<file path="src/rtl/captura_pkg.sv">
// captura_pkg: shared command type and default timing for the command panel front-end
package captura_pkg;
  localparam int CMD_W = 6;
  localparam int DEB_CYCLES_DEF = 250000;
  localparam int CNT_W_DEF = 18;
  typedef struct packed {
    logic [2:0] user;
    logic [2:0] func;
  } cmd_t;
endpackage

</file>
<file path="src/rtl/filtro_de_entrada.sv">
// filtro_de_entrada: 2-flop synchroniser plus counter debounce for one panel input bit
module filtro_de_entrada
  import captura_pkg::*;
#(
  parameter int   DEB_CYCLES = DEB_CYCLES_DEF,
  parameter int   CNT_W      = CNT_W_DEF,
  parameter logic REST       = 1'b0
) (
  input  logic clk,
  input  logic rst_n,
  input  logic raw,
  output logic stable
);
  logic s1, s2, synced;
  logic [CNT_W-1:0] cnt;
  assign synced = s2 ^ REST;
  // two-stage synchroniser, parked at the input's rest level during reset
  always_ff @(posedge clk or negedge rst_n)
    if (!rst_n) {s1, s2} <= {REST, REST};
    else {s1, s2} <= {raw, s1};
  // accept the synced level only after it has differed for DEB_CYCLES clocks in a row
  always_ff @(posedge clk or negedge rst_n)
    if (!rst_n) begin
      cnt    <= '0;
      stable <= 1'b0;
    end else if (synced == stable) cnt <= '0;
    else if (cnt == CNT_W'(DEB_CYCLES - 1)) begin
      stable <= synced;
      cnt    <= '0;
    end else cnt <= cnt + 1'b1;
endmodule

</file>
<file path="src/rtl/captura_de_comando.sv">
// captura_de_comando: debounced panel inputs turned into per-user command words with valid/ack
module captura_de_comando
  import captura_pkg::*;
#(
  parameter int DEB_CYCLES = DEB_CYCLES_DEF,
  parameter int CNT_W      = CNT_W_DEF
) (
  input  logic             clk,
  input  logic             rst_n,
  input  logic [7:0]       ch,
  input  logic [3:0]       btn_n,
  output logic [2:0]       user0,
  output logic [2:0]       func0,
  output logic [2:0]       user1,
  output logic [2:0]       func1,
  output logic [CMD_W-1:0] cmd0,
  output logic [CMD_W-1:0] cmd1,
  output logic             cmd0_valid,
  output logic             cmd1_valid,
  input  logic             cmd0_ack,
  input  logic             cmd1_ack,
  output logic             cmd0_ovr,
  output logic             cmd1_ovr
);
  logic [11:0] raw, s;
  cmd_t w [2];
  cmd_t l [2];
  cmd_t cmd [2];
  logic [1:0] valid, ovr, ack;
  assign raw = {btn_n, ch};
  for (genvar i = 0; i < 12; i++) begin : g_filtro
    filtro_de_entrada #(
      .DEB_CYCLES(DEB_CYCLES),
      .CNT_W     (CNT_W),
      .REST      (i >= 8)
    ) u_filtro (
      .clk   (clk),
      .rst_n (rst_n),
      .raw   (raw[i]),
      .stable(s[i])
    );
  end
  assign w[0] = cmd_t'({s[0], s[1], s[2], s[3], s[8], s[9]});
  assign w[1] = cmd_t'({s[4], s[5], s[6], s[7], s[10], s[11]});
  assign ack  = {cmd1_ack, cmd0_ack};
  // per user: latch a changed word, flag an unacked overwrite, drop valid on ack
  always_ff @(posedge clk or negedge rst_n)
    if (!rst_n) begin
      for (int u = 0; u < 2; u++) begin
        cmd[u] <= '0;
        l[u]   <= '0;
      end
      valid <= '0;
      ovr   <= '0;
    end else
      for (int u = 0; u < 2; u++)
        if (w[u] != l[u]) begin
          cmd[u]   <= w[u];
          l[u]     <= w[u];
          valid[u] <= 1'b1;
          ovr[u]   <= valid[u] & ~ack[u];
        end else begin
          ovr[u] <= 1'b0;
          if (valid[u] & ack[u]) valid[u] <= 1'b0;
        end
  assign {user0, func0} = w[0];
  assign {user1, func1} = w[1];
  assign cmd0       = cmd[0];
  assign cmd1       = cmd[1];
  assign cmd0_valid = valid[0];
  assign cmd1_valid = valid[1];
  assign cmd0_ovr   = ovr[0];
  assign cmd1_ovr   = ovr[1];
endmodule

</file>
<file path="config.mk">
export PLATFORM = sky130hd
export DESIGN_NAME = captura_de_comando
export DESIGN_NICKNAME = d
export VERILOG_FILES = /design/src/rtl/captura_pkg.sv /design/src/rtl/filtro_de_entrada.sv /design/src/rtl/captura_de_comando.sv
export SDC_FILE = /design/constraint.sdc
export NUM_CORES = 1
export LEC_CHECK = 0
export ABC_AREA = 0
export BUFFER_PORTS_ARGS = -buffer_cell sky130_fd_sc_hd__buf_2
export CORE_UTILIZATION = 40
export CTS_CLUSTER_SIZE = 16
export DETAILED_ROUTE_END_ITERATION = 7
export REMOVE_ABC_BUFFERS = 1
export SLEW_MARGIN = 20
export SYNTH_ARGS = -nofsm -noshare
export SYNTH_HDL_FRONTEND = slang
export SYNTH_SLANG_ARGS = --single-unit
</file>
<file path="constraint.sdc">
create_clock -name clk -period 2.06 [get_ports clk]
set_input_delay 0.206 -clock clk [delete_from_list [all_inputs] [get_ports clk]]
set_output_delay 0.206 -clock clk [all_outputs]
set_load 0.01 [all_outputs]
</file>
==> flow_metrics.tcl, run 1 <==
set metrics [dict create \
    vias 9053 \
    hold_viol 0 \
    dieArea_um2 32270 \
    place_congestion 0.7817 \
    routedWlPerCell_um 13.45 \
    overflow 0 \
    area_growth_pct 17.03 \
    yosysUniqueCellTypes 47 \
    dr_wl_met3_um 715 \
    cpMostUsedCell "or4_4" \
    wl_mm 23.67 \
    fin_crit_ns 2.020 \
    period_share_pct 98.06 \
    io_pins 44 \
    setup_viol 0 \
    cts_tree "yes" \
    cp_slowest_cell "or4_4" \
    crit_type "reg -> reg" \
    p_leak_nw 6.210 \
    netlist_area_um2 12620 \
    layout.nets 1369 \
    synth_area_leaders "dfrtp_1 (52%), xnor2_1 (7.6%), nor2_1 (6.3%)" \
    worstPathMaxFanout 2 \
    required_ns 2.49 \
    netlist.area_leader.share_pct 51.54 \
    clock-sinks 268 \
    met2_length_mm 10.62 \
    drive_gt1_share_pct 13.64 \
    grt_usage_pct 15.23 \
    synth_edf_count 0 \
    slowest_delay_ns 0.56 \
    antenna_cells 0 \
    pre_cts_ws_ns -0.01079 \
    ant_nets 0 \
    cp_cell_sequence "or4_4 -> or4_4 -> nor2_4 -> mux2_2" \
    fp.dieW_um 179.6 \
    port_buffers 43 \
    slew_viol_final 0 \
    synthArstFlopShare_pct 100.0 \
    route.detailed.drc 2 \
    coreArea_um2 30830 \
    violations "DRC" \
    cts-htree-levels 1 \
    via_per_inst 5.144 \
    clk-insertion-delay-late_ns 0.55 \
    hold_class "in -> async" \
    hpwl_mm 16.22 \
    worst_pin_slew_ns 0.5117 \
    synthesis.instances 1240 \
    status "finished with violations" \
    first_pass_iters 6 \
    numCtsBuffers 30 \
    max_slew_margin_pct 65.62 \
    postSynthAreaPerCell_um2 10.18 \
    fillers 2795 \
    p_per_area_nw_per_um2 762.9 \
    ys_seq_area_share_pct 53.21 \
    rows 64 \
    root_buffer "clkbuf_16" \
    grt_pass1_wl_mm 41.97 \
    hold_slack_ns 0.1717 \
    arrival_ns 2.45 \
    vdd_drop_max_mv 0.6140 \
    top_layer "met4" \
    start_util_pct 40.95 \
    ys_ff_latch 268 \
    grt_max_degree 58 \
    wl_met1_mm 11.89 \
    drv_cap 0 \
    crit_path_end_kind "flop" \
    fin_ws_ns 0.03990 \
    clock_path_buffers 3 \
    drt-initial-drc-count 482 \
    fmax_mhz 495.0 \
    skew_ns 0.01342 \
    path_clk_slew_ns 0.06 \
    yosys.area.top_type "dfrtp_1" \
    start_kind "flop" \
    rr_worst_depth 4 \
    synth_top_flop_cell "dfrtp_1" \
    die_h_um 179.6 \
    yosys_warnings 0 \
    grt_pass1_vias 8815 \
    antenna_found_initial 0 \
]
## cell usage after synthesis (5+ instances only)
master,count
xnor2_1,109
clkbuf_1,23
nor4_1,38
nor2_1,212
nor3_1,28
buf_4,14
and3_1,12
xor2_1,68
nand2_1,68
and4_1,19
nand3_1,75
or4_1,16
o31ai_1,14
mux2_2,8
dfstp_2,8
dfrtp_1,260
or3_1,25
and2_1,6
a21oi_1,39
nand4_1,68
ha_1,12
nor4b_1,7
buf_2,5
o21ai_0,23
inv_1,34
## cell usage in the layout (no fill, tap or decap), drive strengths merged, types with 2 or more instances in the layout
cell,synthesis,final
dfrtp,260,260
nor2,212,212
xnor2,109,109
buf,20,98
nand3,75,75
nand4,70,70
nand2,68,68
xor2,68,68
clkbuf,24,47
a21oi,39,39
nor4,38,38
inv,34,34
nor3,28,28
o21ai,28,28
or3,25,25
and4,20,20
or4,17,17
dlygate4sd3,0,15
o31ai,14,14
and3,12,12
ha,12,12
o41ai,11,11
mux2,8,8
dfstp,8,8
nor4b,7,7
and2,6,6
or4b,5,5
or2,4,4
nor2b,4,4
or3b,4,4
clkinv,0,4
bufinv,0,3
nand4b,2,2
nand3b,2,2
nand2b,2,2
## path summary, 6_finish.rpt
kind / slack, ns / startpoint / end
max in group asynchronous: 1.11 / rst_n / g_filtro[9].u_filtro.s2$_DFF_PN1_
max reg2reg: 0.04 / g_filtro[7].u_filtro.cnt[10]$_DFF_PN0_ / g_filtro[7].u_filtro.stable$_DFFE_PN0P_
min: 0.17 / rst_n / g_filtro[1].u_filtro.cnt[14]$_DFF_PN0_
max: 0.04 / g_filtro[7].u_filtro.cnt[10]$_DFF_PN0_ / g_filtro[7].u_filtro.stable$_DFFE_PN0P_
min in group clk: 0.30 / ch[2] / g_filtro[2].u_filtro.s1$_DFF_PN0_
min reg2reg: 0.35 / g_filtro[5].u_filtro.s1$_DFF_PN0_ / g_filtro[5].u_filtro.s2$_DFF_PN0_
## routing by layer
layer	track usage (%)	up-vias
met5	0	-
li1	-	4550
met2	24.59	105
met3	2.310	36
met4	3.414	0
met1	21.64	4362
## report_power, final
group	total (mW)	internal, mW	switching, mW
registers	5.43	5.35	0.0726
logic	0.384	0.145	0.239
clock network	5.46	3.40	2.06
total	11.3	8.90	2.37
## logic make-up (layout without fill, tap and decap cells)
logic type | Yosys count | in the layout | synth area share, %
flip-flops | 268 | 268 | 53.21
XOR/XNOR | 177 | 177 | 12.28
multiplexers | 9 | 9 | 0.7930
AO/OA/AOI/OAI | 93 | 93 | 5.194
AND/OR/NAND/NOR | 603 | 603 | 24.48
adder cells (fa/ha/maj) | 12 | 12 | 1.189
buffers and inverters | 78 | 202 | 2.854
## cell type report
cell class / instances / area, um2 / share of cell area (%)
Sequential cell: 268 / 6716 / 45.46
Multi-Input combinational cell: 894 / 5558 / 37.62
Clock buffer: 47 / 915.9 / 6.200
Timing Repair Buffer: 113 / 838.3 / 5.675
Tap cell: 396 / 495.5 / 3.354
Inverter: 34 / 127.6 / 0.8639
Clock inverter: 8 / 121.4 / 0.8215
## timing repair
| action | CTS | global route |
|---|---|---|
| buffers inserted | 1 | 1 |
| hold buffers | 15 | 0 |
| setup endpoints to repair | 1 | 1 |
| hold endpoints to repair | 85 | 0 |
| gates resized for setup | 0 | 3 |
| pin swaps | 0 | 1 |
## metrics by stage
| step | util [%] | setup TNS (ns) | power, mW | cell area, um2 | instances |
|---|---|---|---|---|---|
| 6_report | 47.92 | 0 | 11.27 | 14770 | 1760 |
| 5_1_grt | 47.92 | -0.008582 | 11.75 | 14770 | 1760 |
| 4_1_cts | 47.86 | 0 | 11.47 | 14750 | 1759 |
| 3_5_place_dp | 43.98 | -0.01079 | 5.895 | 13560 | 1688 |
| 3_3_place_gp | 43.98 | -0.006872 | 5.892 | 13560 | 1688 |
| 2_1_floorplan | - | 0 | 5.666 | 12390 | 1196 |
## registers in the layout (all words and copies together) (netlist names)
signal	flops
cmd0	6
valid	2
ovr	2
cmd1	6
g_filtro.u_filtro.stable	12
g_filtro.u_filtro.s1	12
g_filtro.u_filtro.cnt	216
g_filtro.u_filtro.s2	12
## worst max-delay path, delay by kind of cell (launching register included)
| kind | cells | cell delay, ns |
|---|---|---|
| DFF | 1 | 0.38 |
| muxes | 1 | 0.33 |
| and+or+nand+nor | 3 | 1.18 |
Power figures use the tool's default switching activity.
==> inputs of run 2 (changes only) <==
--- a/config.mk
+++ b/config.mk
@@ -7,10 +7,12 @@
 export LEC_CHECK = 0
 export ABC_AREA = 0
 export BUFFER_PORTS_ARGS = -buffer_cell sky130_fd_sc_hd__buf_2
+export CORE_MARGIN = 2
 export CORE_UTILIZATION = 40
 export CTS_CLUSTER_SIZE = 16
 export DETAILED_ROUTE_END_ITERATION = 7
 export REMOVE_ABC_BUFFERS = 1
+export SKIP_LAST_GASP = 1
 export SLEW_MARGIN = 20
 export SYNTH_ARGS = -nofsm -noshare
 export SYNTH_HDL_FRONTEND = slang
==> constraint.sdc (replaced) <==
create_clock -name clk -period 2.06 [get_ports clk]
set_input_delay 0.206 -clock clk [delete_from_list [all_inputs] [get_ports clk]]
set_output_delay 0.206 -clock clk [all_outputs]
set_load 0.05 [all_outputs]
==> flow_metrics.tcl, run 2 (synthesized netlist as in run 1, its figures left out) <==
set metrics [dict create \
    status "complete, no violations" \
    regMostFlops "g_filtro.u_filtro.cnt" \
    fp.dieW_um 181.6 \
    routedWlPerCell_um 13.65 \
    layout.nets 1365 \
    route.detailed.drc 0 \
    fin_crit_ns 1.999 \
    grt_usage_pct 15.18 \
    area_growth_pct 16.44 \
    drv_cap 0 \
    root_buffer "clkbuf_16" \
    ant_nets 0 \
    io_pins 44 \
    postCtsSetupBuffers 0 \
    r2r_start "g_filtro[7].u_filtro.cnt[13]$_DFF_PN0_" \
    drt-initial-drc-count 438 \
    antenna_found_initial 0 \
    hold_viol 0 \
    grt_max_degree 59 \
    drive_gt1_share_pct 13.12 \
    arrival_ns 2.43 \
    max_slew_margin_pct 66.85 \
    slew_viol_final 0 \
    p_leak_nw 6.173 \
    setup_viol 0 \
    first_pass_iters 4 \
    start_util_pct 40.32 \
    period_share_pct 97.04 \
    vias 9085 \
    required_ns 2.49 \
    critPathBufInv 0 \
    r2r_end "g_filtro[7].u_filtro.stable$_DFFE_PN0P_" \
    final_common_cell "dfrtp_1" \
    cp.depth 4 \
    layout.cells.most_common_list "dfrtp_1 (260), nor2_1 (211), xnor2_1 (109)" \
    vdd_drop_max_mv 0.6503 \
    largest_reg_flops 216 \
    via_per_inst 5.165 \
    hold_class "in -> async" \
    rows 65 \
    wl_mm 24.01 \
    coreArea_um2 31310 \
    rr_worst_depth 4 \
    clk-insertion-delay-late_ns 0.55 \
    place_congestion 0.8178 \
    crit_type "reg -> reg" \
    final_cell_area_um2 14700 \
    crit_path_end_kind "flop" \
    start_kind "flop" \
    place_area_um2 13560 \
    clock-sinks 268 \
    rrSetupSlack_ns 0.06 \
    path_clk_slew_ns 0.06 \
    port_buffers 43 \
    worst_pin_slew_ns 0.4936 \
    cts_tree "yes" \
    grt_pass1_vias 9016 \
    slowest_delay_ns 0.56 \
    fmax_mhz 500.3 \
    numCtsBuffers 30 \
    cts-htree-levels 1 \
    cp_cell_sequence "or4b_1 -> or4_4 -> nor2_2 -> mux2_2" \
    clock_path_buffers 3 \
    dieArea_um2 32990 \
    worstPathMaxFanout 2 \
    p_per_area_nw_per_um2 752.6 \
    overflow 0 \
    skew_ns 0.007865 \
    hpwl_mm 16.44 \
    setup_tns_ns 0 \
    antenna_cells 0 \
    die_h_um 181.6 \
    cpLargestDelayFamily "simple AND/OR/NAND/NOR gates" \
    grt_pass1_wl_mm 42.85 \
    cp_slowest_cell "or4_4" \
]
==> run 2: worst max path at each step <==
stage | start | end
global placement | g_filtro[7].u_filtro.cnt[13]$_DFF_PN0_ | g_filtro[7].u_filtro.stable$_DFFE_PN0P_
floorplan | g_filtro[4].u_filtro.cnt[13]$_DFF_PN0_ | g_filtro[4].u_filtro.cnt[10]$_DFF_PN0_
finish | g_filtro[7].u_filtro.cnt[13]$_DFF_PN0_ | g_filtro[7].u_filtro.stable$_DFFE_PN0P_
CTS | g_filtro[7].u_filtro.cnt[13]$_DFF_PN0_ | g_filtro[7].u_filtro.stable$_DFFE_PN0P_
detailed placement | g_filtro[7].u_filtro.cnt[13]$_DFF_PN0_ | g_filtro[7].u_filtro.stable$_DFFE_PN0P_
global route | g_filtro[7].u_filtro.cnt[13]$_DFF_PN0_ | g_filtro[7].u_filtro.stable$_DFFE_PN0P_
==> run 2: metrics by stage <==
stage | hold slack, ns | utilization [%] | instances | worst slack [ns] | power (mW)
global placement | 0.1847 | 43.32 | 1692 | 0.04789 | 5.894
floorplan | -0.08959 | - | 1196 | 0.006940 | 5.666
CTS | 0.1922 | 46.94 | 1759 | 0.03618 | 11.29
detailed placement | 0.1799 | 43.32 | 1692 | 0.03890 | 5.902
finish | 0.1860 | 46.95 | 1759 | 0.06102 | 11.06
global route | 0.2120 | 46.95 | 1759 | -0.002410 | 11.59
==> run 2: area by class of cell <==
| class | instances | area [um2] |
|---|---|---|
| Fill cell | 2870 | 16610 |
| Clock inverter | 6 | 80.08 |
| Timing Repair Buffer | 109 | 820.8 |
| Inverter | 34 | 127.6 |
| Multi-Input combinational cell | 894 | 5549 |
| Sequential cell | 268 | 6716 |
| Clock buffer | 46 | 902.1 |
| Tap cell | 402 | 503.0 |
==> run 2: per-layer routing <==
| metal | part of all wire (%) | global-route usage [%] | wire (um) |
|---|---|---|---|
| met3 | 3.4 | 2.347 | 817 |
| met4 | 2.1 | 3.837 | 503 |
| met1 | 48 | 20.86 | 11570 |
| met5 | 0 | 0 | 0 |
| met2 | 46 | 25.24 | 11120 |
==> run 2: power by group <==
part	switching (mW)	leakage, nW	internal [mW]	total (mW)
clock network	2.03	0.486	3.22	5.25
registers	0.0724	3.65	5.35	5.43
logic	0.240	2.04	0.148	0.388
total	2.34	6.17	8.72	11.1
==> run 2: worst register-to-register path, stage by stage (launching register included) <==
cell and delay, ns:
dfrtp_1 0.37, or4b_1 0.52, or4_4 0.56, nor2_2 0.11, mux2_2 0.33
==> run 2: timing repair <==
item | in CTS | in global routing
hold buffers | 15 | 0
resized for setup | 0 | 1
setup endpoints to repair | 0 | 1
endpoints found under the hold margin | 75 | 0
==> inputs of run 3 (changes only) <==
--- a/config.mk
+++ b/config.mk
@@ -9,7 +9,7 @@
 export BUFFER_PORTS_ARGS = -buffer_cell sky130_fd_sc_hd__buf_2
 export CORE_MARGIN = 2
 export CORE_UTILIZATION = 40
-export CTS_CLUSTER_SIZE = 16
+export CTS_CLUSTER_SIZE = 20
 export DETAILED_ROUTE_END_ITERATION = 7
 export REMOVE_ABC_BUFFERS = 1
 export SKIP_LAST_GASP = 1
==> constraint.sdc (replaced) <==
create_clock -name clk -period 1.65 [get_ports clk]
set_input_delay 0.165 -clock clk [delete_from_list [all_inputs] [get_ports clk]]
set_output_delay 0.165 -clock clk [all_outputs]
set_load 0.05 [all_outputs]
==> flow_metrics.tcl, run 3 (synthesized netlist as in run 1, its figures left out) <==
set metrics [dict create \
    overflow 0 \
    drt-initial-drc-count 410 \
    final_common_cell "dfrtp_1" \
    largest_reg_flops 216 \
    dp_cells 1828 \
    area_growth_pct 36.16 \
    first_pass_iters 4 \
    drv_cap 0 \
    fin_crit_ns 1.987 \
    fp.dieW_um 181.6 \
    start_kind "flop" \
    hold_class "in -> async" \
    violations "setup timing" \
    path_clk_slew_ns 0.06 \
    coreArea_um2 31310 \
    status "finished with violations" \
    fmax_mhz 503.1 \
    grt_usage_pct 16.41 \
    p_leak_nw 7.265 \
    cts_tree "yes" \
    regMostFlops "g_filtro.u_filtro.cnt" \
    slew_viol_final 0 \
    wl_mm 27.58 \
    p_int_mw 11.87 \
    root_buffer "clkbuf_16" \
    route.detailed.drc 0 \
    crit_type "reg -> reg" \
    final_cell_area_um2 17190 \
    rows 65 \
    cpLargestDelayFamily "simple AND/OR/NAND/NOR gates" \
    fin_cells 1936 \
    grt_pass1_wl_mm 46.15 \
    clock-sinks 268 \
    layout.cells.most_common_list "dfrtp_1 (255), buf_4 (199), nor2_1 (136)" \
    p_sw_share_pct 20.96 \
    antenna_cells 0 \
    start_util_pct 40.32 \
    worst_pin_slew_ns 0.4682 \
    port_buffers 43 \
    hold_viol 0 \
    p_per_area_nw_per_um2 873.6 \
    seqPwrFrac_pct 45.0 \
    fin_ws_ns -0.3375 \
    numCtsBuffers 30 \
    clk-insertion-delay-late_ns 0.55 \
    place_area_um2 14640 \
    skew_ns 0.01546 \
    cp_slowest_cell "or4_4" \
    grt_max_degree 46 \
    pwr-share-comb_pct 5.0 \
    drive_gt1_share_pct 33.18 \
    period_share_pct 120.5 \
    cp_cell_sequence "or4b_1 -> or4_4 -> nor2_4 -> mux2_4" \
    via_per_inst 5.090 \
    clock_path_buffers 3 \
    vdd_drop_max_mv 0.7893 \
    rsz0062_at_grt "true" \
    hpwl_mm 18.29 \
    dieArea_um2 32990 \
    setup_viol 75 \
    ant_nets 0 \
    die_h_um 181.6 \
    max_slew_margin_pct 68.56 \
    antenna_found_initial 0 \
    arrival_ns 2.42 \
    power.switching_mw 3.148 \
    io_pins 44 \
    layout.nets 1539 \
    cts-htree-levels 1 \
    grt_pass1_vias 9831 \
    crit_path_end_kind "flop" \
    routedWlPerCell_um 14.24 \
    vias 9854 \
    p_clk_share_pct 50.0 \
    required_ns 2.08 \
    critPathBufInv 0 \
    place_congestion 0.8312 \
    worstPathMaxFanout 2 \
    slowest_delay_ns 0.57 \
]
run 3: final timing paths:
kind	startpoint	cells after the start	slack, ns	end
setup / recovery	g_filtro[7].u_filtro.cnt[13]$_DFF_PN0_	4	-0.34	g_filtro[7].u_filtro.stable$_DFFE_PN0P_
hold / removal	rst_n	2	0.13	g_filtro[1].u_filtro.cnt[15]$_DFF_PN0_
setup reg to reg	g_filtro[7].u_filtro.cnt[13]$_DFF_PN0_	4	-0.34	g_filtro[7].u_filtro.stable$_DFFE_PN0P_
hold reg to reg	g_filtro[1].u_filtro.s1$_DFF_PN0_	0	0.35	g_filtro[1].u_filtro.s2$_DFF_PN0_
max in group asynchronous	rst_n	3	0.90	g_filtro[11].u_filtro.s1$_DFF_PN1_
min in group clk	btn_n[2]	2	0.25	g_filtro[10].u_filtro.s1$_DFF_PN1_
run 3: power by group through the flow:
stage,clock network (mW),registers (mW),logic [mW]
after floorplan,0,6.87,0.202
after global placement,0,6.87,0.562
after detailed placement,0,6.88,0.572
after CTS,7.73,6.76,0.656
after global routing,7.98,6.77,0.840
final,7.51,6.76,0.747
run 3: repair_timing:
| action | CTS | global route |
|---|---|---|
| resized for setup | 49 | 186 |
| hold buffers | 15 | 0 |
| hold endpoints to repair | 276 | 0 |
| buffers inserted | 15 | 16 |
| pin swaps | 40 | 85 |
| setup endpoints to repair | 136 | 209 |
| gates cloned | 5 | 4 |
run 3: worst register-to-register path: stages (launching register included):
cell	delay (ns)
dfrtp_1	0.38
or4b_1	0.52
or4_4	0.57
nor2_4	0.11
mux2_4	0.30
run 3: routing by layer:
metal	part of all wire (%)	global-route usage [%]
met1	46	22.31
met2	50	28.14
met3	3.0	2.407
met4	1.3	3.154
met5	0	0
run 3: layout make-up:
cell class / count / area (um2)
clock inverter: 13 / 245.2
clock buffer: 42 / 897.1
tap: 402 / 503.0
multi-input combinational: 894 / 6400
timing repair buffer: 283 / 2292
fill: 2701 / 14120
inverter: 34 / 127.6
sequential: 268 / 6723
run 3: per-stage QoR:
stage / worst slack (ns) / hold WS (ns) / setup TNS (ns) / utilization (%) / total power, mW
floorplan: -0.4031 / -0.1306 / -49.30 / - / 7.074
global placement: -0.3797 / 0.1050 / -11.39 / 46.74 / 7.436
detailed placement: -0.3543 / 0.1026 / -13.27 / 46.74 / 7.451
CTS: -0.3484 / 0.1168 / -8.535 / 52.26 / 15.15
global route: -0.3805 / 0.1312 / -22.89 / 54.89 / 15.59
finish: -0.3375 / 0.1267 / -12.28 / 54.89 / 15.01
